**config.mk**
```make
export PLATFORM = sky130hd
export DESIGN_NAME = csr_irq_ctrl_flat
export DESIGN_NICKNAME = d
export VERILOG_FILES = /design/src/rtl/csr_irq_ctrl_if.sv /design/src/rtl/csr_irq_ctrl.sv /design/src/flat_wrapper.sv
export SDC_FILE = /design/constraint.sdc
export NUM_CORES = 1
export LEC_CHECK = 0
export BUFFER_PORTS_ARGS = -buffer_cell sky130_fd_sc_hd__buf_2
export CAP_MARGIN = 0
export CORE_MARGIN = 1.5
export CORE_UTILIZATION = 35
export CTS_BUF_LIST = sky130_fd_sc_hd__clkbuf_4
export DETAILED_ROUTE_END_ITERATION = 8
export GPL_ROUTABILITY_DRIVEN = 0
export HOLD_SLACK_MARGIN = 0.05
export PLACE_DENSITY_LB_ADDON = 0.3
export SYNTH_ARGS = -nofsm -noshare
export SYNTH_HDL_FRONTEND = slang
export SYNTH_SLANG_ARGS = --single-unit
```
**constraint.sdc**
```tcl
create_clock -name clk -period 3.19 [get_ports clk]
set_clock_uncertainty 0.05 [all_clocks]
set_input_delay 0.319 -clock clk [delete_from_list [all_inputs] [get_ports clk]]
set_output_delay 0.319 -clock clk [all_outputs]
set_load 0.01 [all_outputs]
```
**src/rtl/csr_irq_ctrl_if.sv**
```systemverilog
// ---------------------------------------------------------------------------
// csr_irq_ctrl_if
// Bus bundle between the CPU pipeline (master) and the machine-mode CSR /
// interrupt controller (slave).
//   csr_addr/csr_wdata/csr_wen  CSR access from the pipeline (csr_rdata back)
//   retire/stall/nop/wfi/pc/mret  pipeline status at the trap point
//   ext_irq/tmr_irq/local_irq   level interrupt sources
//   trap_valid/trap_pc/mret_pc  redirect outputs towards the fetch stage
// ---------------------------------------------------------------------------
interface csr_irq_ctrl_if #(
  parameter int NUM_IRQ = 4
);
  logic [11:0]        csr_addr;
  logic [31:0]        csr_rdata;
  logic [31:0]        csr_wdata;
  logic               csr_wen;
  logic               retire;
  logic               stall;
  logic               nop;
  logic               wfi;
  logic [31:0]        pc;
  logic               mret;
  logic               ext_irq;
  logic               tmr_irq;
  logic [NUM_IRQ-1:0] local_irq;
  logic               trap_valid;
  logic [31:0]        trap_pc;
  logic [31:0]        mret_pc;

  modport master (
    output csr_addr, csr_wdata, csr_wen, retire, stall, nop, wfi, pc, mret,
           ext_irq, tmr_irq, local_irq,
    input  csr_rdata, trap_valid, trap_pc, mret_pc
  );

  modport slave (
    input  csr_addr, csr_wdata, csr_wen, retire, stall, nop, wfi, pc, mret,
           ext_irq, tmr_irq, local_irq,
    output csr_rdata, trap_valid, trap_pc, mret_pc
  );
endinterface

```
**src/rtl/csr_irq_ctrl.sv**
```systemverilog
// ---------------------------------------------------------------------------
// csr_irq_ctrl
// Machine-mode CSR file and interrupt controller: mstatus, mie, mtvec
// (direct/vectored), mepc, mcause, mip, mcycle/minstret with prioritised
// interrupt entry, PC redirect on trap entry and mepc supply for mret.
// Ports:
//   clk   in  rising-edge clock
//   rst   in  asynchronous active-low reset
//   bus   slave modport of csr_irq_ctrl_if (CSR access, pipeline status,
//         interrupt lines, trap_valid/trap_pc/mret_pc outputs)
// ---------------------------------------------------------------------------
module csr_irq_ctrl #(
  parameter int          NUM_IRQ   = 4,
  parameter logic [31:0] MTVEC_RST = 32'h0001_0000,
  parameter int          CNT_W     = 64
) (
  input logic           clk,
  input logic           rst,
  csr_irq_ctrl_if.slave bus
);
  localparam int          HI_W     = CNT_W - 32;
  localparam logic [31:0] MIE_MASK = 32'h0000_0880 |
                                     (((32'h1 << NUM_IRQ) - 32'h1) << 16);

  typedef enum logic [1:0] {S_IDLE, S_TAKEN, S_ISR} state_e;

  state_e           state_q;
  logic             mstatus_mie_q, mstatus_mie_d;
  logic             mpie_q, mpie_d;
  logic [1:0]       mpp_q, mpp_d;
  logic [31:0]      mie_q, mie_d;
  logic [31:0]      mtvec_q, mtvec_d;
  logic [31:0]      mepc_q, mepc_d;
  logic [31:0]      mcause_q, mcause_d;
  logic [4:0]       code_q, code_d;
  logic [CNT_W-1:0] mcycle_q, mcycle_d;
  logic [CNT_W-1:0] minstret_q, minstret_d;

  logic [31:0] mip_w, pend_w, pc4_w;
  logic [4:0]  code_w;
  logic        take_w, enter_w, commit_w, restore_w, wr_w;

  // Raw level inputs mirrored into mip; priority resolved lowest-wins first so
  // the later, higher-priority assignments override.
  always_comb begin
    mip_w                = '0;
    mip_w[11]            = bus.ext_irq;
    mip_w[7]             = bus.tmr_irq;
    mip_w[16 +: NUM_IRQ] = bus.local_irq;
    pend_w               = mip_w & mie_q;
    code_w               = 5'd0;
    for (int i = NUM_IRQ - 1; i >= 0; i--) begin
      if (pend_w[16+i]) code_w = 5'(16 + i);
    end
    if (pend_w[7])  code_w = 5'd7;
    if (pend_w[11]) code_w = 5'd11;
  end

  assign take_w    = mstatus_mie_q & (|pend_w);
  assign enter_w   = (state_q == S_IDLE) & take_w & ~bus.stall;
  assign commit_w  = (state_q == S_TAKEN) & ~bus.nop & ~bus.stall;
  // A trap entry and an mret in the same IDLE cycle: the entry owns mstatus.
  assign restore_w = bus.mret & ~bus.stall &
                     ((state_q == S_ISR) | ((state_q == S_IDLE) & ~take_w));
  assign wr_w      = bus.csr_wen & ~bus.stall;
  assign pc4_w     = bus.pc + 32'd4;

  // Software writes first, hardware updates afterwards so they take priority.
  always_comb begin
    mstatus_mie_d = mstatus_mie_q;
    mpie_d        = mpie_q;
    mpp_d         = mpp_q;
    mie_d         = mie_q;
    mtvec_d       = mtvec_q;
    mepc_d        = mepc_q;
    mcause_d      = mcause_q;
    code_d        = code_q;
    mcycle_d      = mcycle_q + CNT_W'(1);
    minstret_d    = (bus.retire & ~bus.stall) ? minstret_q + CNT_W'(1) : minstret_q;
    if (wr_w) begin
      case (bus.csr_addr)
        12'h300: begin
          mstatus_mie_d = bus.csr_wdata[3];
          mpie_d        = bus.csr_wdata[7];
          mpp_d         = bus.csr_wdata[12:11];
        end
        12'h304: mie_d = bus.csr_wdata & MIE_MASK;
        // Only direct (00) and vectored (01) modes exist; anything else is direct.
        12'h305: mtvec_d = (bus.csr_wdata[1:0] == 2'b01) ? bus.csr_wdata
                                                         : (bus.csr_wdata & 32'hFFFF_FFFC);
        12'h341: mepc_d   = bus.csr_wdata & 32'hFFFF_FFFC;
        12'h342: mcause_d = bus.csr_wdata;
        // Writing one half blocks the increment; the other half holds.
        12'hB00: mcycle_d   = {mcycle_q[CNT_W-1:32], bus.csr_wdata};
        12'hB80: mcycle_d   = {bus.csr_wdata[HI_W-1:0], mcycle_q[31:0]};
        12'hB02: minstret_d = {minstret_q[CNT_W-1:32], bus.csr_wdata};
        12'hB82: minstret_d = {bus.csr_wdata[HI_W-1:0], minstret_q[31:0]};
        default: ;
      endcase
    end
    if (enter_w) begin
      mpie_d        = mstatus_mie_q;
      mstatus_mie_d = 1'b0;
      mpp_d         = 2'b11;
      mcause_d      = {1'b1, 26'd0, code_w};
      code_d        = code_w;
    end
    if (commit_w) begin
      mepc_d = (bus.wfi ? pc4_w : bus.pc) & 32'hFFFF_FFFC;
    end
    if (restore_w) begin
      mstatus_mie_d = mpie_q;
      mpie_d        = 1'b1;
      mpp_d         = 2'b11;
    end
  end

  always_ff @(posedge clk or negedge rst) begin
    if (!rst) begin
      mstatus_mie_q <= 1'b0;
      mpie_q        <= 1'b0;
      mpp_q         <= 2'b00;
      mie_q         <= '0;
      mtvec_q       <= MTVEC_RST;
      mepc_q        <= '0;
      mcause_q      <= '0;
      code_q        <= '0;
      mcycle_q      <= '0;
      minstret_q    <= '0;
    end else begin
      mstatus_mie_q <= mstatus_mie_d;
      mpie_q        <= mpie_d;
      mpp_q         <= mpp_d;
      mie_q         <= mie_d;
      mtvec_q       <= mtvec_d;
      mepc_q        <= mepc_d;
      mcause_q      <= mcause_d;
      code_q        <= code_d;
      mcycle_q      <= mcycle_d;
      minstret_q    <= minstret_d;
    end
  end

  // Cause is latched on entry; a source dropping during TAKEN has no effect.
  always_ff @(posedge clk or negedge rst) begin
    if (!rst) begin
      state_q <= S_IDLE;
    end else if (!bus.stall) begin
      case (state_q)
        S_IDLE:  if (take_w)   state_q <= S_TAKEN;
        S_TAKEN: if (!bus.nop) state_q <= S_ISR;
        S_ISR:   if (bus.mret) state_q <= S_IDLE;
        default:               state_q <= S_IDLE;
      endcase
    end
  end

  always_comb begin
    case (bus.csr_addr)
      12'h300: bus.csr_rdata = {19'd0, mpp_q, 3'd0, mpie_q, 3'd0, mstatus_mie_q, 3'd0};
      12'h304: bus.csr_rdata = mie_q;
      12'h305: bus.csr_rdata = mtvec_q;
      12'h341: bus.csr_rdata = mepc_q;
      12'h342: bus.csr_rdata = mcause_q;
      12'h344: bus.csr_rdata = mip_w;
      12'hB00: bus.csr_rdata = mcycle_q[31:0];
      12'hB80: bus.csr_rdata = 32'(mcycle_q[CNT_W-1:32]);
      12'hB02: bus.csr_rdata = minstret_q[31:0];
      12'hB82: bus.csr_rdata = 32'(minstret_q[CNT_W-1:32]);
      default: bus.csr_rdata = 32'd0;
    endcase
  end

  assign bus.trap_valid = commit_w;
  assign bus.trap_pc    = (mtvec_q[1:0] == 2'b01)
                          ? ({mtvec_q[31:2], 2'b00} + {25'd0, code_q, 2'b00})
                          : {mtvec_q[31:2], 2'b00};
  assign bus.mret_pc    = mepc_q;
endmodule

```
**src/flat_wrapper.sv**
```systemverilog
// flat-port wrapper written by rule: the top's interface ports become plain ports
module csr_irq_ctrl_flat 
#(
  parameter int          NUM_IRQ   = 4,
  parameter logic [31:0] MTVEC_RST = 32'h0001_0000,
  parameter int          CNT_W     = 64
)
  (clk, rst, bus_csr_addr, bus_csr_wdata, bus_csr_wen, bus_retire, bus_stall, bus_nop, bus_wfi, bus_pc, bus_mret, bus_ext_irq, bus_tmr_irq, bus_local_irq, bus_csr_rdata, bus_trap_valid, bus_trap_pc, bus_mret_pc);
  csr_irq_ctrl_if #(.NUM_IRQ(NUM_IRQ)) bus_i ();
  input logic clk;
  input logic rst;
  input wire logic [$bits(bus_i.csr_addr)-1:0] bus_csr_addr;
  input wire logic [$bits(bus_i.csr_wdata)-1:0] bus_csr_wdata;
  input wire logic [$bits(bus_i.csr_wen)-1:0] bus_csr_wen;
  input wire logic [$bits(bus_i.retire)-1:0] bus_retire;
  input wire logic [$bits(bus_i.stall)-1:0] bus_stall;
  input wire logic [$bits(bus_i.nop)-1:0] bus_nop;
  input wire logic [$bits(bus_i.wfi)-1:0] bus_wfi;
  input wire logic [$bits(bus_i.pc)-1:0] bus_pc;
  input wire logic [$bits(bus_i.mret)-1:0] bus_mret;
  input wire logic [$bits(bus_i.ext_irq)-1:0] bus_ext_irq;
  input wire logic [$bits(bus_i.tmr_irq)-1:0] bus_tmr_irq;
  input wire logic [$bits(bus_i.local_irq)-1:0] bus_local_irq;
  output wire logic [$bits(bus_i.csr_rdata)-1:0] bus_csr_rdata;
  output wire logic [$bits(bus_i.trap_valid)-1:0] bus_trap_valid;
  output wire logic [$bits(bus_i.trap_pc)-1:0] bus_trap_pc;
  output wire logic [$bits(bus_i.mret_pc)-1:0] bus_mret_pc;
  assign bus_i.csr_addr = bus_csr_addr;
  assign bus_i.csr_wdata = bus_csr_wdata;
  assign bus_i.csr_wen = bus_csr_wen;
  assign bus_i.retire = bus_retire;
  assign bus_i.stall = bus_stall;
  assign bus_i.nop = bus_nop;
  assign bus_i.wfi = bus_wfi;
  assign bus_i.pc = bus_pc;
  assign bus_i.mret = bus_mret;
  assign bus_i.ext_irq = bus_ext_irq;
  assign bus_i.tmr_irq = bus_tmr_irq;
  assign bus_i.local_irq = bus_local_irq;
  assign bus_csr_rdata = bus_i.csr_rdata;
  assign bus_trap_valid = bus_i.trap_valid;
  assign bus_trap_pc = bus_i.trap_pc;
  assign bus_mret_pc = bus_i.mret_pc;
  csr_irq_ctrl #(.NUM_IRQ(NUM_IRQ), .MTVEC_RST(MTVEC_RST), .CNT_W(CNT_W)) u_core (.clk(clk), .rst(rst), .bus(bus_i));
endmodule
```
==> results of run 1 <==
[cell families after synthesis]
kind of cell | share of synthesized area (%)
xor+xnor | 3.36
flops | 38.2
mux | 7.37
compound gates | 20.2
fa+ha+maj | 0.767
simple gates | 26.0
buf+inv | 4.02
other cells | 0.0239
[final timing paths]
| kind | from | endpoint | slack [ps] | cells after the start |
|---|---|---|---|---|
| worst min register to register | u_core.mcause_q[31] | u_core.mcause_q[31] | 450 | 2 |
| worst max-delay path | u_core.code_q[1] | bus_trap_pc[29] | -70 | 11 |
| min in group asynchronous | rst | u_core.mtvec_q[2] | 120 | 2 |
| max in group asynchronous | rst | u_core.minstret_q[53] | 2130 | 3 |
| worst max register to register | u_core.mcycle_q[2] | u_core.mcycle_q[55] | 240 | 7 |
| worst min-delay path | bus_local_irq[0] | u_core.mcause_q[0] | 100 | 4 |
[cell type report]
class,count,area (um^2),area share [%]
Clock inverter,18,150,0.747
Clock buffer,95,713,3.55
Tap cell,592,741,3.68
Sequential cell,239,5990,29.8
Multi-Input combinational cell,1482,9310,46.3
Inverter,38,143,0.709
Timing Repair Buffer,403,3060,15.2
Antenna cell,5,12.5,0.0622
[flip-flops by register name, summed over array words and instances, names as in the netlist]
signal                count
u_core.mcycle_q          64
u_core.minstret_q        64
u_core.mcause_q          32
u_core.mtvec_q           32
u_core.bus.mret_pc       30
u_core.mie_q              6
u_core.code_q             5
u_core.mpp_q              2
u_core.state_q            2
u_core.mpie_q             1
u_core.mstatus_mie_q      1
[per-layer routing]
| metal | wire length [um] | vias up |
|---|---|---|
| li1 | - | 7752 |
| met1 | 27500 | 8452 |
| met2 | 29900 | 1111 |
| met3 | 7030 | 210 |
| met4 | 3570 | 0 |
| met5 | 0 | - |
[through the flow]
step | utilization [%] | setup slack, ps | instances | hold slack, ps | area (um^2)
CTS | 45.2 | -96.0 | 2861 | 54.5 | 20000
finish | 45.5 | -68.1 | 2872 | 104 | 20100
detailed placement | 40.0 | 233 | 2622 | 324 | 17700
floorplan | - | 434 | 1884 | -26.6 | 15700
global placement | 40.0 | 283 | 2622 | 322 | 17700
global route | 45.5 | -159 | 2872 | 94.4 | 20100
[cells in the mapped netlist (all sizes together), types with 7 or more instances]
master	instances	share of area [%]
buf	14	0.45
and4	19	1.1
mux2	42	3.0
nor2b	25	1.0
nor3	71	2.3
or4	16	0.84
xor2	37	2.1
xnor2	23	1.3
mux2i	68	4.3
nand2	227	5.4
o21ai	76	2.4
a31oi	12	0.48
a21oi	128	4.1
and2	15	0.60
o32ai	11	0.62
ha	8	0.64
and3	36	1.4
or3	13	0.55
dfrtp	238	38
nand3	97	3.1
inv	38	0.91
nand2b	7	0.28
a222oi	16	1.0
o21a	11	0.53
clkbuf	111	2.7
nor2	185	4.4
nor4	28	1.3
nand4	61	2.6
a22oi	41	2.0
a211oi	56	2.7
a311oi	13	0.73
o211ai	23	1.1
o22ai	38	1.5
[power by group through the flow]
stage	clock, mW	combinational [mW]	sequential (mW)
global placement	0	0.627	3.35
floorplan	0	0.309	3.30
finish	3.01	0.765	3.31
global route	3.21	0.822	3.32
CTS	3.05	0.751	3.30
detailed placement	0	0.640	3.35
[critical path: stages, from the launching register on]
cell	delay, ps
dfrtp_1	430
buf_6	140
ha_4	220
a211oi_4	210
nor2_2	70
o311a_4	360
nand4_1	140
buf_6	150
buf_6	110
nor2_2	30
xnor2_1	150
buf_2	150
[timing repair]
item | CTS | global route
pin swaps | 15 | 9
cloned | 0 | 0
endpoints found under the hold margin | 311 | 0
endpoints found under the setup margin | 25 | 25
hold buffers | 117 | 0
setup buffers | 10 | 6
resized for setup | 38 | 20
==> metrics.md, run 1 <==
| Metric | Value |
|---|---|
| Fmax | `0.307 GHz` |
| DIE AREA | `46,000 um^2` |
| Net switching power | `2.01 mW` |
| Fillers | `4,272` |
| Initial Util | `35.4%` |
| Final ANT Viol Nets | `0` |
| Nets@finish | `2,332` |
| Hold WC Path Type | `input port to register` |
| Most Crowded Layer GR | `met2` |
| Critical Path Fanout Max | `3` |
| Synth Register Bits | `239` |
| Post-Route WL | `68.0 mm` |
| Async S/R FF share, synth | `100%` |
| Port bufs | `180` |
| Failing checks | `negative setup slack` |
| Sw Share | `28.4%` |
| Grt met3 use | `6.75%` |
| Antenna violations before repair | `5` |
| Syn_area_per_cell | `8.33 um^2` |
| Met2 GRT Util | `43.5%` |
| Clock Power Share | `42.5%` |
| WP data required | `2820 ps` |
| Slew @ Worst Pin | `1220 ps` |
| VDD IR max | `189 uV` |
| I/O pin total | `187` |
| Global route overflow | `0` |
| # DRC | `0` |
| Seq/Total Area, Yosys | `38.2%` |
| Setup TNS Final | `-320 ps` |
| Crit path time final | `3260 ps` |
| Critical Path Source Type | `register` |
| Vias in the first global route | `16,800` |
| Max-slew violations | `0` |
| Number of max-cap violations | `0` |
| Area Growth Syn to Fin | `28.4%` |
| Crit Path Class | `register to primary output` |
| Relative slew slack | `18.2%` |
| Primary FF master, synth | `dfrtp_1` |
| Largest net degree at the start of global routing | `83` |
| RSZ-0062 raised after global routing | `true` |
| Yosys warnings | `0` |
| Starting DRC count in detailed routing | `2,189` |
| Seq pwr share | `46.7%` |
| Drt wl/cell | `23.7 um` |
| Clock latency on the worst-skew pair | `740 ps` |
| Combinational Power Share | `10.8%` |
| Num Clock Sinks | `239` |
| Post-Synthesis Cell Area | `15,700 um^2` |
| Num CTS Buffers | `69` |
| Detail Placement HPWL | `48.6 mm` |
| CTS tree | `built` |
| Fraction of layout cells with a size suffix above 1 | `22.2%` |
| Die width | `215 um` |
| Worst Path Arrival | `2890 ps` |
| Drt first pass iters | `6` |
| Clk slew on worst S/H paths | `60 ps` |
| Period Utilization, post-route | `102%` |
| Final setup fails | `9` |
| Most common cell after layout, fill and taps aside | `dfrtp_1` |
| Placement Rows | `77` |
| Met1 Use GR | `38.9%` |
| H-tree depth | `3` |
| Clk buf depth | `3` |
| P_int | `5.07 mW` |
| Final Hold Violating Endpoints | `0` |
| Core region area | `44,200 um^2` |
| First-pass GRT wire length | `104 mm` |
| Via density | `6.10` |
| Most frequent cells in the layout | `dfrtp_1, nand2_1, buf_2` |
| CP endpoint kind | `primary output` |
| Worst setup margin | `-68.1 ps` |
| Root Driver | `clkbuf_4` |
| Total power | `7.08 mW` |
| Chip height | `215 um` |
| Global-route usage over all layers | `29.0%` |
| Status | `finished with violations` |
| Vias | `17,500` |
| Leak Pwr | `8.75 nW` |
| Syn Inst Count | `1,881` |
| EDFF count, synth | `0` |
| Count of cell types in the netlist | `79` |
| Pwr dens | `352 nW/um^2` |
No activity file was read; power rests on OpenSTA's default activity.
==> run 2: changes to the inputs <==
--- a/config.mk
+++ b/config.mk
@@ -13,7 +13,7 @@
 export DETAILED_ROUTE_END_ITERATION = 8
 export GPL_ROUTABILITY_DRIVEN = 0
 export HOLD_SLACK_MARGIN = 0.05
-export PLACE_DENSITY_LB_ADDON = 0.3
+export PLACE_DENSITY = 0.64
 export SYNTH_ARGS = -nofsm -noshare
 export SYNTH_HDL_FRONTEND = slang
 export SYNTH_SLANG_ARGS = --single-unit
==> run 2 against run 1 <==
Effect of this change: the run still ends with negative setup slack left; critical path depth fell by 2; sequential cell count did not move; combinational power barely moved; count of clock-buffer cells in the layout rose by 3; global-route usage fell by 0.49 points; core utilization fell by 0.090 points; design area fell by 0.20%; non-clock buffer count fell by 13; sequential power barely moved.
==> metrics.md, run 2 (synthesis gave the netlist of run 1 again) <==
| Metric | Value |
|---|---|
| Net switching power | `2.09 mW` |
| Core region area | `44,200 um^2` |
| I/O pin total | `187` |
| Area Growth Syn to Fin | `28.2%` |
| CP endpoint kind | `primary output` |
| Critical Path Source Type | `register` |
| Crit Path Class | `register to primary output` |
| Place WS | `224 ps` |
| Most frequent cells in the layout | `dfrtp_1, nand2_1, nor2_1, buf_2, a21oi_1` |
| Post-Route WL | `67.5 mm` |
| Final setup fails | `7` |
| Num Clock Sinks | `239` |
| H-tree depth | `3` |
| Final Hold Violating Endpoints | `0` |
| Via density | `6.19` |
| Num CTS Buffers | `73` |
| Relative slew slack | `2.61%` |
| Global route overflow | `0` |
| Clock Power Share | `44.9%` |
| Global-route usage over all layers | `28.5%` |
| Chip height | `215 um` |
| VDD IR max | `184 uV` |
| DIE AREA | `46,000 um^2` |
| Drt first pass iters | `9` |
| Max-slew violations | `0` |
| First-pass GRT wire length | `102 mm` |
| Critical Path Fanout Max | `5` |
| Combinational Power Share | `10.3%` |
| Status | `finished with violations` |
| RSZ-0062 raised after global routing | `true` |
| CP bufs+invs | `2` |
| Number of max-cap violations | `0` |
| Vias | `17,800` |
| Crit-path cells | `ha_2 > fa_2 > a211oi_2 > nor2_2 > buf_4 > o21a_4 > and3_4 > xor2_2 > buf_2` |
| Final ANT Viol Nets | `0` |
| P_int | `5.29 mW` |
| Detail Placement HPWL | `48.3 mm` |
| WP data required | `2820 ps` |
| Slew @ Worst Pin | `1450 ps` |
| CTS tree | `built` |
| Antenna violations before repair | `6` |
| Worst setup margin | `-72.0 ps` |
| Root Driver | `clkbuf_4` |
| Clk slew on worst S/H paths | `60 ps` |
| Starting DRC count in detailed routing | `2,427` |
| Slowest CP cell | `fa_2` |
| Crit path time final | `3260 ps` |
| Leak Pwr | `8.78 nW` |
| Largest regs | `u_core.mcycle_q x64, u_core.minstret_q x64` |
| Fmax | `0.307 GHz` |
| Fraction of layout cells with a size suffix above 1 | `21.9%` |
| Top delay family on crit path | `adder cells` |
| Die width | `215 um` |
| Worst Path Arrival | `2890 ps` |
| Drt wl/cell | `23.5 um` |
| Pwr dens | `368 nW/um^2` |
| Nets@finish | `2,323` |
| Slowest stage delay, CP | `410 ps` |
| Most common cell after layout, fill and taps aside | `dfrtp_1` |
| Initial Util | `35.4%` |
| Seq pwr share | `44.8%` |
| Placed cells | `2,623` |
| Placement Rows | `77` |
| Sw Share | `28.3%` |
| Vias in the first global route | `17,100` |
| Port bufs | `180` |
| Post-route insts no fill | `2,875` |
| Largest net degree at the start of global routing | `77` |
| Failing checks | `negative setup slack` |
| Clk buf depth | `3` |
| Clock latency on the worst-skew pair | `720 ps` |
| # DRC | `0` |
| Period Utilization, post-route | `102%` |
| Hold WC Path Type | `input port to register` |
| Fin util | `45.4%` |
==> run 2: cell types whose count changed in the layout (fill, tap and decap cells not counted), sizes merged <==
cell / previous run / this run
clkinv: 15 / 22
dlygate4sd3: 117 / 105
clkinvlp: 0 / 1
clkbuf: 95 / 98
diode: 5 / 8
bufinv: 3 / 5
buf: 286 / 285
==> run 2: layout make-up <==
type	count	area, um^2
sequential	239	5980
multi-input combinational	1482	9300
clock inverter	28	245
tap	592	741
inverter	38	143
fill	4271	24100
clock buffer	98	736
timing repair buffer	390	2900
antenna	8	20.0
==> run 2: power groups by stage <==
stage	Sequential, mW	Combinational (mW)	Clock (mW)
2_1_floorplan	3.30	0.309	0
3_3_place_gp	3.34	0.628	0
3_5_place_dp	3.35	0.639	0
4_1_cts	3.30	0.743	3.35
5_1_grt	3.32	0.822	3.52
6_report	3.30	0.762	3.31
==> run 2: path summary, 6_finish.rpt <==
path                                         start                endpoint  slack (ps)  cells past startpoint
worst max-delay path             u_core.mtvec_q[2]         bus_trap_pc[14]         -70                      9
worst min-delay path                    bus_retire    u_core.minstret_q[0]         120                      4
worst max register to register  u_core.mcycle_q[2]     u_core.mcycle_q[39]         130                      6
worst min register to register    u_core.code_q[0]        u_core.code_q[0]         470                      2
max in group asynchronous                      rst    u_core.minstret_q[0]        2040                      3
min in group asynchronous                      rst  u_core.bus.mret_pc[12]         150                      2
==> run 2: metal layers <==
layer	track usage [%]	wire length (um)	vias to the layer above
met4	16.9	4150	0
met3	6.58	7710	269
met2	42.0	29100	1268
met5	0	0	-
li1	-	-	7740
met1	38.1	26600	8532
==> run 2: per-stage QoR <==
| step | power (mW) | instance area, um^2 | TNS, ps | hold slack [ps] |
|---|---|---|---|---|
| after global routing | 7.66 | 20100 | -1530 | 132 |
| after global placement | 3.97 | 17700 | 0 | 304 |
| after detailed placement | 3.99 | 17700 | 0 | 316 |
| final | 7.38 | 20100 | -273 | 119 |
| after CTS | 7.39 | 19900 | -419 | 78.7 |
| after floorplan | 3.60 | 15700 | 0 | -26.6 |
==> run 2: timing repair <==
item / in CTS / in global routing
endpoints found under the hold margin: 385 / 0
hold buffers: 105 / 0
pin swaps: 12 / 4
gates resized for setup: 23 / 21
setup endpoints to repair: 20 / 31
buffers inserted: 8 / 6
==> run 2: worst register-to-register path, stage by stage (launching register included) <==
cell and delay, ps:
dfrtp_1 500, nand4_1 220, or4_1 730, or2_2 470
nor3_1 620, a211oi_1 160, nor3_1 230
